--- src/rtl/rabbit_spawner.sv ---
// rtl/rabbit_spawner.sv - LFSR-driven rabbit placement FSM for the snake game
//
// Places a single rabbit on an 8-LED strip, away from the snake head and
// never twice in a row at the same position. After the score stage reports
// an eat, no rabbit is shown for COOLDOWN cycles. If LIFETIME is nonzero,
// an uneaten rabbit moves to a new position after LIFETIME cycles.
//
// Ports:
//   clk        - sole clock, rising edge
//   rst_n      - asynchronous active-low reset
//   enable     - game running; low forces IDLE on the next edge
//   snake_led  - one-hot snake head position (0 = none)
//   eaten      - asynchronous level from the score stage
//   rabbit_led - registered one-hot rabbit position (0 = no rabbit)
//   spawned    - one-cycle pulse while a newly placed rabbit first shows
//   busy       - high while picking a position or cooling down
module rabbit_spawner #(
  parameter logic [7:0]  SEED     = 8'hA5,
  parameter int unsigned COOLDOWN = 16,
  parameter int unsigned LIFETIME = 0
) (
  input  logic       clk,
  input  logic       rst_n,
  input  logic       enable,
  input  logic [7:0] snake_led,
  input  logic       eaten,
  output logic [7:0] rabbit_led,
  output logic       spawned,
  output logic       busy
);

  typedef enum logic [1:0] {S_IDLE, S_PICK, S_SHOW, S_COOL} state_t;

  localparam logic [15:0] LIFE_INIT = 16'(LIFETIME);
  localparam logic [7:0]  COOL_INIT = 8'(COOLDOWN - 1);

  state_t      r_state, w_state_nxt;
  logic [7:0]  r_lfsr;
  logic [7:0]  r_rabbit_led, w_rabbit_nxt;
  logic [7:0]  r_last_led, w_last_nxt;
  logic [15:0] r_life, w_life_nxt;
  logic [7:0]  r_cool, w_cool_nxt;
  logic        r_spawned, w_spawned_nxt;
  logic        r_sync1, r_sync2, r_sync3;
  logic        w_fb;
  logic        w_eat_pulse;
  logic [7:0]  w_candidate;

  // x^8 + x^6 + x^5 + x^4 + 1: maximal length, so a nonzero seed never hits 0
  assign w_fb        = r_lfsr[7] ^ r_lfsr[5] ^ r_lfsr[4] ^ r_lfsr[3];
  assign w_candidate = 8'd1 << r_lfsr[2:0];

  // sync1/sync2 resynchronise eaten; sync3 only delays for the edge detect,
  // so a held eaten level registers as a single eat
  assign w_eat_pulse = r_sync2 & ~r_sync3;

  always_ff @(posedge clk or negedge rst_n) begin
    if (!rst_n) begin
      r_state      <= S_IDLE;
      r_lfsr       <= SEED;
      r_rabbit_led <= 8'd0;
      r_last_led   <= 8'd0;
      r_life       <= 16'd0;
      r_cool       <= 8'd0;
      r_spawned    <= 1'b0;
      r_sync1      <= 1'b0;
      r_sync2      <= 1'b0;
      r_sync3      <= 1'b0;
    end else begin
      r_state      <= w_state_nxt;
      r_lfsr       <= {r_lfsr[6:0], w_fb};
      r_rabbit_led <= w_rabbit_nxt;
      r_last_led   <= w_last_nxt;
      r_life       <= w_life_nxt;
      r_cool       <= w_cool_nxt;
      r_spawned    <= w_spawned_nxt;
      r_sync1      <= eaten;
      r_sync2      <= r_sync1;
      r_sync3      <= r_sync2;
    end
  end

  always_comb begin
    w_state_nxt   = r_state;
    w_rabbit_nxt  = r_rabbit_led;
    w_last_nxt    = r_last_led;
    w_life_nxt    = r_life;
    w_cool_nxt    = r_cool;
    w_spawned_nxt = 1'b0;

    if (!enable) begin
      // last_led is deliberately kept so re-enable cannot respawn in place
      w_state_nxt  = S_IDLE;
      w_rabbit_nxt = 8'd0;
    end else begin
      unique case (r_state)
        S_IDLE: w_state_nxt = S_PICK;
        S_PICK: begin
          if ((w_candidate != snake_led) && (w_candidate != r_last_led)) begin
            w_rabbit_nxt  = w_candidate;
            w_last_nxt    = w_candidate;
            w_spawned_nxt = 1'b1;
            w_life_nxt    = LIFE_INIT;
            w_state_nxt   = S_SHOW;
          end
        end
        S_SHOW: begin
          // an eat wins over a simultaneous lifetime expiry
          if (w_eat_pulse) begin
            w_rabbit_nxt = 8'd0;
            w_cool_nxt   = COOL_INIT;
            w_state_nxt  = S_COOL;
          end else if (LIFETIME != 0) begin
            w_life_nxt = r_life - 16'd1;
            if (r_life == 16'd1) begin
              w_rabbit_nxt = 8'd0;
              w_state_nxt  = S_PICK;
            end
          end
        end
        S_COOL: begin
          // counter runs COOLDOWN-1 .. 0, giving COOLDOWN cycles in COOL
          if (r_cool == 8'd0) begin
            w_state_nxt = S_PICK;
          end else begin
            w_cool_nxt = r_cool - 8'd1;
          end
        end
        default: w_state_nxt = S_IDLE;
      endcase
    end
  end

  assign rabbit_led = r_rabbit_led;
  assign spawned    = r_spawned;
  assign busy       = (r_state == S_PICK) || (r_state == S_COOL);

endmodule

--- config.mk ---
export PLATFORM = sky130hd
export DESIGN_NAME = rabbit_spawner
export DESIGN_NICKNAME = d
export VERILOG_FILES = /design/src/rtl/rabbit_spawner.sv
export SDC_FILE = /design/constraint.sdc
export NUM_CORES = 1
export LEC_CHECK = 0
export ABC_AREA = 0
export CORE_ASPECT_RATIO = 0.9
export CORE_MARGIN = 2
export CORE_UTILIZATION = 40
export DETAILED_ROUTE_END_ITERATION = 10
export SLEW_MARGIN = 20
export SYNTH_ARGS = -nofsm -noshare
export SYNTH_HDL_FRONTEND = slang
export SYNTH_SLANG_ARGS = --single-unit
--- constraint.sdc ---
create_clock -name clk -period 2.9 [get_ports clk]
set_input_delay 0.58 -clock clk [delete_from_list [all_inputs] [get_ports clk]]
set_output_delay 0.58 -clock clk [all_outputs]
set_load 0.005 [all_outputs]
==> qor.yml, run 1 <==
outcome: "completed"
ys_warn_count: 0
synthCells: 205
ys_ff_latch: 38
drive_above_1_share_pct: 13.4
clk-insertion-delay-late_ns: 0.29
netlist_area_um2: 2080
slew_violations: 0
min_period_ns: 2.55
fin_skew_ns: 0.00583
cts_hold_buf: 0
numCtsBuffers: 5
cts_tree: "built"
p_per_area_nw_per_um2: 672
finalNetCount: 248
vias: 1608
core-area_um2: 4920
grt_pass1_vias: 1493
synth_nets: 222
finalSetupTns_ns: 0
grt_antenna_before_repair: 0
cp.arrival_ns: 2.72
hold_path_depth: 0
ys_types: 45
ir_drop_mv: 0.390
clkTransAtPathRegs_ns: 0.07
finalHoldViolations: 0
worstSetupPathType: "primary input to register"
worstPathRequired_ns: 3.07
power.switching_mw: 0.494
clock_sinks: 38
overflow: 0
grt_setup_unrepaired: "no"
seqPwrFrac_pct: 39.2
die_h_um: 72.5
placed_cells: 289
crit_fanout: 7
max-clock-path-buffers: 2
final_cells: 297
io_pins: 22
viasPerCell: 5.41
cap_violations: 0
p_sw_share_pct: 29.1
worstHoldPathType: "register to register"
rrSetupSlack_ns: 0.43
grt_pass1_wl_um: 7250
period_share_pct: 87.9
die-area_um2: 5810
final_common_cell: "dfrtp_1"
final_cell_mix: "34 x dfrtp_1, 20 x clkdlybuf4s50_1, 18 x nor2_1, 13 x o21ai_0, 11 x nand2_1"
hold-path-endpoint: "r_sync2"
grt_start_max_net_pins: 39
crit_path_end_kind: "register"
combPwrFrac_pct: 28.4
start_util_pct: 42.3
leakagePower_nw: 1.07
die_x_um: 80.1
ant_nets: 0
r2r_cells: 7
critPathLaunchType: "primary input"
drt_iter0_markers: 55
cts_max_level: 2
grtUsageTotal_pct: 16.1
power.internal_mw: 1.20
ys_seq_area_share_pct: 45.9
p_clk_share_pct: 32.4
setup_viol_count_final: 0
port_buffers: 21
tightest_slew_ns: 0.828
worstHoldStart: "r_sync1"
hpwlAfterDp_um: 2870
gp_congestion: 0.803
num_rows: 24
wl_per_cell_um: 14.0
drt_pass1_iterations: 6
syn_to_final_growth_pct: 20.9
drc: 0
r2r-end: "r_last_led[4]"
r2r-start: "r_lfsr[1]"
slew_headroom_pct: 44.8
cts_resized: 0
postCtsSetupBuffers: 0
root_buffer: "clkbuf_8"
synth_area_per_cell_um2: 10.2
fmax_mhz: 392
antenna_cells: 0
routed_wl_um: 4160
[synthesized netlist by cell type, drive strengths merged]
cell / n / area share (%)
dfrtp: 34 / 41
a32o: 2 / 0.96
a31oi: 1 / 0.30
nor4: 2 / 0.60
a22oi: 2 / 0.72
a21o: 1 / 0.36
or3b: 4 / 1.7
nand4b: 1 / 0.42
dfstp: 4 / 5.0
nand3b: 8 / 2.9
a211o: 2 / 0.84
clkbuf: 6 / 1.1
o41ai: 5 / 2.1
nor4bb: 2 / 0.96
nand3: 10 / 3.0
a211oi: 2 / 0.72
nand2: 11 / 2.0
nor3: 8 / 1.9
o2bb2ai: 2 / 0.84
inv: 11 / 2.0
and2: 1 / 0.30
or2: 2 / 0.60
mux2: 12 / 7.4
a21oi: 8 / 2.5
buf: 2 / 0.78
xor2: 1 / 0.42
ha: 5 / 3.0
xnor2: 2 / 0.84
o31ai: 2 / 0.72
nor2: 19 / 3.8
nor4b: 4 / 1.7
mux2i: 4 / 1.9
o221ai: 2 / 0.84
nand2b: 5 / 1.5
nor2b: 1 / 0.30
o21ai: 16 / 3.8
a22o: 1 / 0.42
[flip-flops by register name, indices dropped and copies added (netlist names)]
name	cells
r_cool	8
r_last_led	8
r_lfsr	8
rabbit_led	8
r_state	2
r_sync1	1
r_sync2	1
r_sync3	1
spawned	1
[worst max-delay path by stage]
stage                             from             to  cells past startpoint
final                     snake_led[4]  r_last_led[4]                      8
after global routing         r_lfsr[1]  r_last_led[5]                      7
after CTS                 snake_led[4]  r_last_led[4]                      8
after detailed placement  snake_led[4]  r_last_led[4]                      8
after global placement    snake_led[4]  r_last_led[0]                      8
after floorplan           snake_led[6]  r_last_led[0]                      7
[layout make-up]
cell class | count | area [um^2]
well taps | 65 | 81.3
fillers | 476 | 2400
repair buffers | 27 | 250
clock inverters | 2 | 60.1
flip-flops and latches | 38 | 956
clock buffers | 6 | 82.6
inverters | 11 | 41.3
multi-input cells | 148 | 1050
[critical path: stages]
cell	delay [ns]
clkdlybuf4s50_1	0.48
or3b_1	0.35
a21oi_1	0.15
o221ai_1	0.14
a211o_1	0.35
and2_1	0.21
nand3_4	0.14
mux2_1	0.33
[power groups by stage]
stage / registers [mW] / clock network [mW] / logic, mW
6_report: 0.664 / 0.548 / 0.482
3_5_place_dp: 0.671 / 0 / 0.483
2_1_floorplan: 0.658 / 0 / 0.346
3_3_place_gp: 0.670 / 0 / 0.477
4_1_cts: 0.663 / 0.566 / 0.487
5_1_grt: 0.675 / 0.585 / 0.544
[stage by stage]
| stage | hold slack (ns) | setup WS (ns) | area [um^2] | total power [mW] | util [%] |
|---|---|---|---|---|---|
| 2_1_floorplan | 0.284 | 0.641 | 2080 | 1.00 | - |
| 3_3_place_gp | 0.332 | 0.0805 | 2380 | 1.15 | 48.3 |
| 3_5_place_dp | 0.344 | 0.0617 | 2380 | 1.15 | 48.3 |
| 4_1_cts | 0.362 | 0.350 | 2520 | 1.72 | 51.2 |
| 5_1_grt | 0.371 | 0.179 | 2520 | 1.80 | 51.2 |
| 6_report | 0.357 | 0.350 | 2520 | 1.69 | 51.2 |
[per-layer routing]
| layer | vias up | GRT usage, % | routed length (um) |
|---|---|---|---|
| met1 | 775 | 24.5 | 2270 |
| met5 | - | 0 | 0 |
| met2 | 29 | 22.2 | 1680 |
| met3 | 6 | 3.36 | 152 |
| met4 | 0 | 6.78 | 62 |
| li1 | 798 | - | - |
[cells by family after synthesis]
| kind of cell | after synthesis | share of synthesized area (%) |
|---|---|---|
| adder cells (fa/ha/maj) | 5 | 3.00 |
| AND/OR/NAND/NOR | 78 | 21.6 |
| XOR/XNOR | 3 | 1.26 |
| AO/OA/AOI/OAI | 46 | 15.1 |
| buffers and inverters | 19 | 3.84 |
| flip-flops | 38 | 45.9 |
| multiplexers | 16 | 9.30 |
(Power assumes the default switching activity.)
==> run 2: changes to the inputs <==
- CORE_UTILIZATION: 40 -> 55
- PLACE_DENSITY: default -> 0.83
==> run 2 against run 1 <==
Net effect:
- clock power fell by 34%
- non-clock buffer count fell by 2
- design area shrank 3.6%
- sequential power is essentially flat
- clock-buffer cell count shrank 1
- flip-flop and latch count is the same
- combinational power hardly changed
- utilization up 15 points
- via count up 1.2%
- critical endpoint unchanged
- critical path depth down 1
- cell count decreased by 7.1%
- maximum frequency shrank 3.0%
==> qor.yml, run 2 (synthesized netlist as in run 1, its figures left out) <==
viasPerCell: 5.89
antenna_cells: 0
period_share_pct: 90.6
grt_use_met3_pct: 5.41
path_delay_family: "flip-flops"
post-route-util_pct: 66.0
use_met1_pct: 34.5
critPathCapture: "r_last_led[4]"
grt_pass1_wl_um: 7220
cp-startpoint: "r_lfsr[1]"
top_usage_layer: "met1"
grtUsageTotal_pct: 22.3
clock_sinks: 38
die_h_um: 62.4
r2r_cells: 7
cts_tree: "built"
port_buffers: 21
path_cells: "inv_1, o21ai_0, a21oi_1, a211o_1, and2_1, nand3_4, mux2_1"
slew_headroom_pct: 46.9
clkTransAtPathRegs_ns: 0.08
routed_wl_um: 4030
fin_skew_ns: 0.00603
drc: 0
crit_cells: 7
syn_to_final_growth_pct: 16.5
cap_violations: 0
finalSetupTns_ns: 0
drt_iter0_markers: 165
cpPeakStageDelay_ns: 0.78
wl_per_cell_um: 14.6
leakagePower_nw: 1.03
use_met2_pct: 31.1
grt_pass1_vias: 1594
path_buf_inv: 1
setup_viol_count_final: 0
die-area_um2: 4300
overflow: 0
grt_antenna_before_repair: 0
rrSetupSlack_ns: 0.27
grt_start_max_net_pins: 39
start_util_pct: 56.7
critPathLaunchType: "register"
cts_max_level: 2
grt_setup_unrepaired: "no"
cts_hold_buf: 0
core-area_um2: 3680
final_cells: 276
slew_violations: 0
min_period_ns: 2.63
clk-insertion-delay-late_ns: 0.30
cp.arrival_ns: 2.81
cts_resized: 0
worstSetupPathType: "register to register"
die_x_um: 68.9
r2r-end: "r_last_led[4]"
worstPathRequired_ns: 3.08
finalHoldViolations: 0
drt_pass1_iterations: 4
vias: 1627
ir_drop_mv: 0.420
final_cell_mix: "34 x dfrtp_1, 20 x clkdlybuf4s50_1, 18 x nor2_1, 13 x o21ai_0, 11 x nand2_1"
hpwlAfterDp_um: 2770
drive_above_1_share_pct: 12.6
ant_nets: 0
num_rows: 21
p_per_area_nw_per_um2: 620
filler_cell_count: 301
regArea_um2: 956
r2r-start: "r_lfsr[1]"
fin_hold_ws_ns: 0.359
postCtsSetupBuffers: 0
placed_cell_area_um2: 2340
outcome: "completed"
root_buffer: "clkbuf_8"
placed_cells: 268
crit_path_top_delay_cell: "dfrtp_1"
numCtsBuffers: 5
finalNetCount: 246
crit_path_end_kind: "register"
multiInputGateArea_um2: 1050
postLayoutCellArea_um2: 2430
final_common_cell: "dfrtp_1"
gp_congestion: 0.868
worstHoldPathType: "register to register"
crit_fanout: 24
tightest_slew_ns: 0.797
fmax_mhz: 380
io_pins: 22
max-clock-path-buffers: 2
-- run 2: per-stage QoR --
| step | worst slack [ns] | total power [mW] |
|---|---|---|
| 4_1_cts | 0.259 | 1.52 |
| 2_1_floorplan | 0.641 | 1.00 |
| 3_5_place_dp | 0.0186 | 1.15 |
| 5_1_grt | 0.0589 | 1.61 |
| 3_3_place_gp | 0.0798 | 1.14 |
| 6_report | 0.272 | 1.51 |
-- run 2: area by class of cell --
cell class / count / area share, %
multi-input cells: 148 / 43.2
flip-flops and latches: 38 / 39.4
repair buffers: 25 / 9.69
clock buffers: 5 / 2.83
well taps: 46 / 2.37
inverters: 11 / 1.70
clock inverters: 3 / 0.876
-- run 2: how the worst min path moves through the flow --
stage          depth (start not counted)   endpoint  slack [ns]  startpoint
6_report                               0  r_lfsr[7]        0.36   r_lfsr[6]
5_1_grt                                0  r_lfsr[7]        0.37   r_lfsr[6]
4_1_cts                                0  r_lfsr[7]        0.36   r_lfsr[6]
3_5_place_dp                           0  r_lfsr[7]        0.34   r_lfsr[6]
3_3_place_gp                           0    r_sync2        0.33     r_sync1
2_1_floorplan                          0  r_cool[0]        0.28       rst_n
-- run 2: per-layer routing --
| metal | wire (um) | vias up |
|---|---|---|
| met5 | 0 | - |
| met4 | 57 | 0 |
| met3 | 190 | 6 |
| met2 | 1720 | 33 |
| met1 | 2060 | 788 |
| li1 | - | 800 |
-- run 2: worst register-to-register path, cell delays in order (launching register included) --
cell,delay [ns]
dfrtp_1,0.78
inv_1,0.26
o21ai_0,0.29
a21oi_1,0.11
a211o_1,0.35
and2_1,0.21
nand3_4,0.16
mux2_1,0.34
-- run 2: power by group --
group          switching, mW  internal (mW)
clock network          0.191          0.169
logic                  0.247          0.235
registers             0.0648          0.600
total                  0.502           1.00
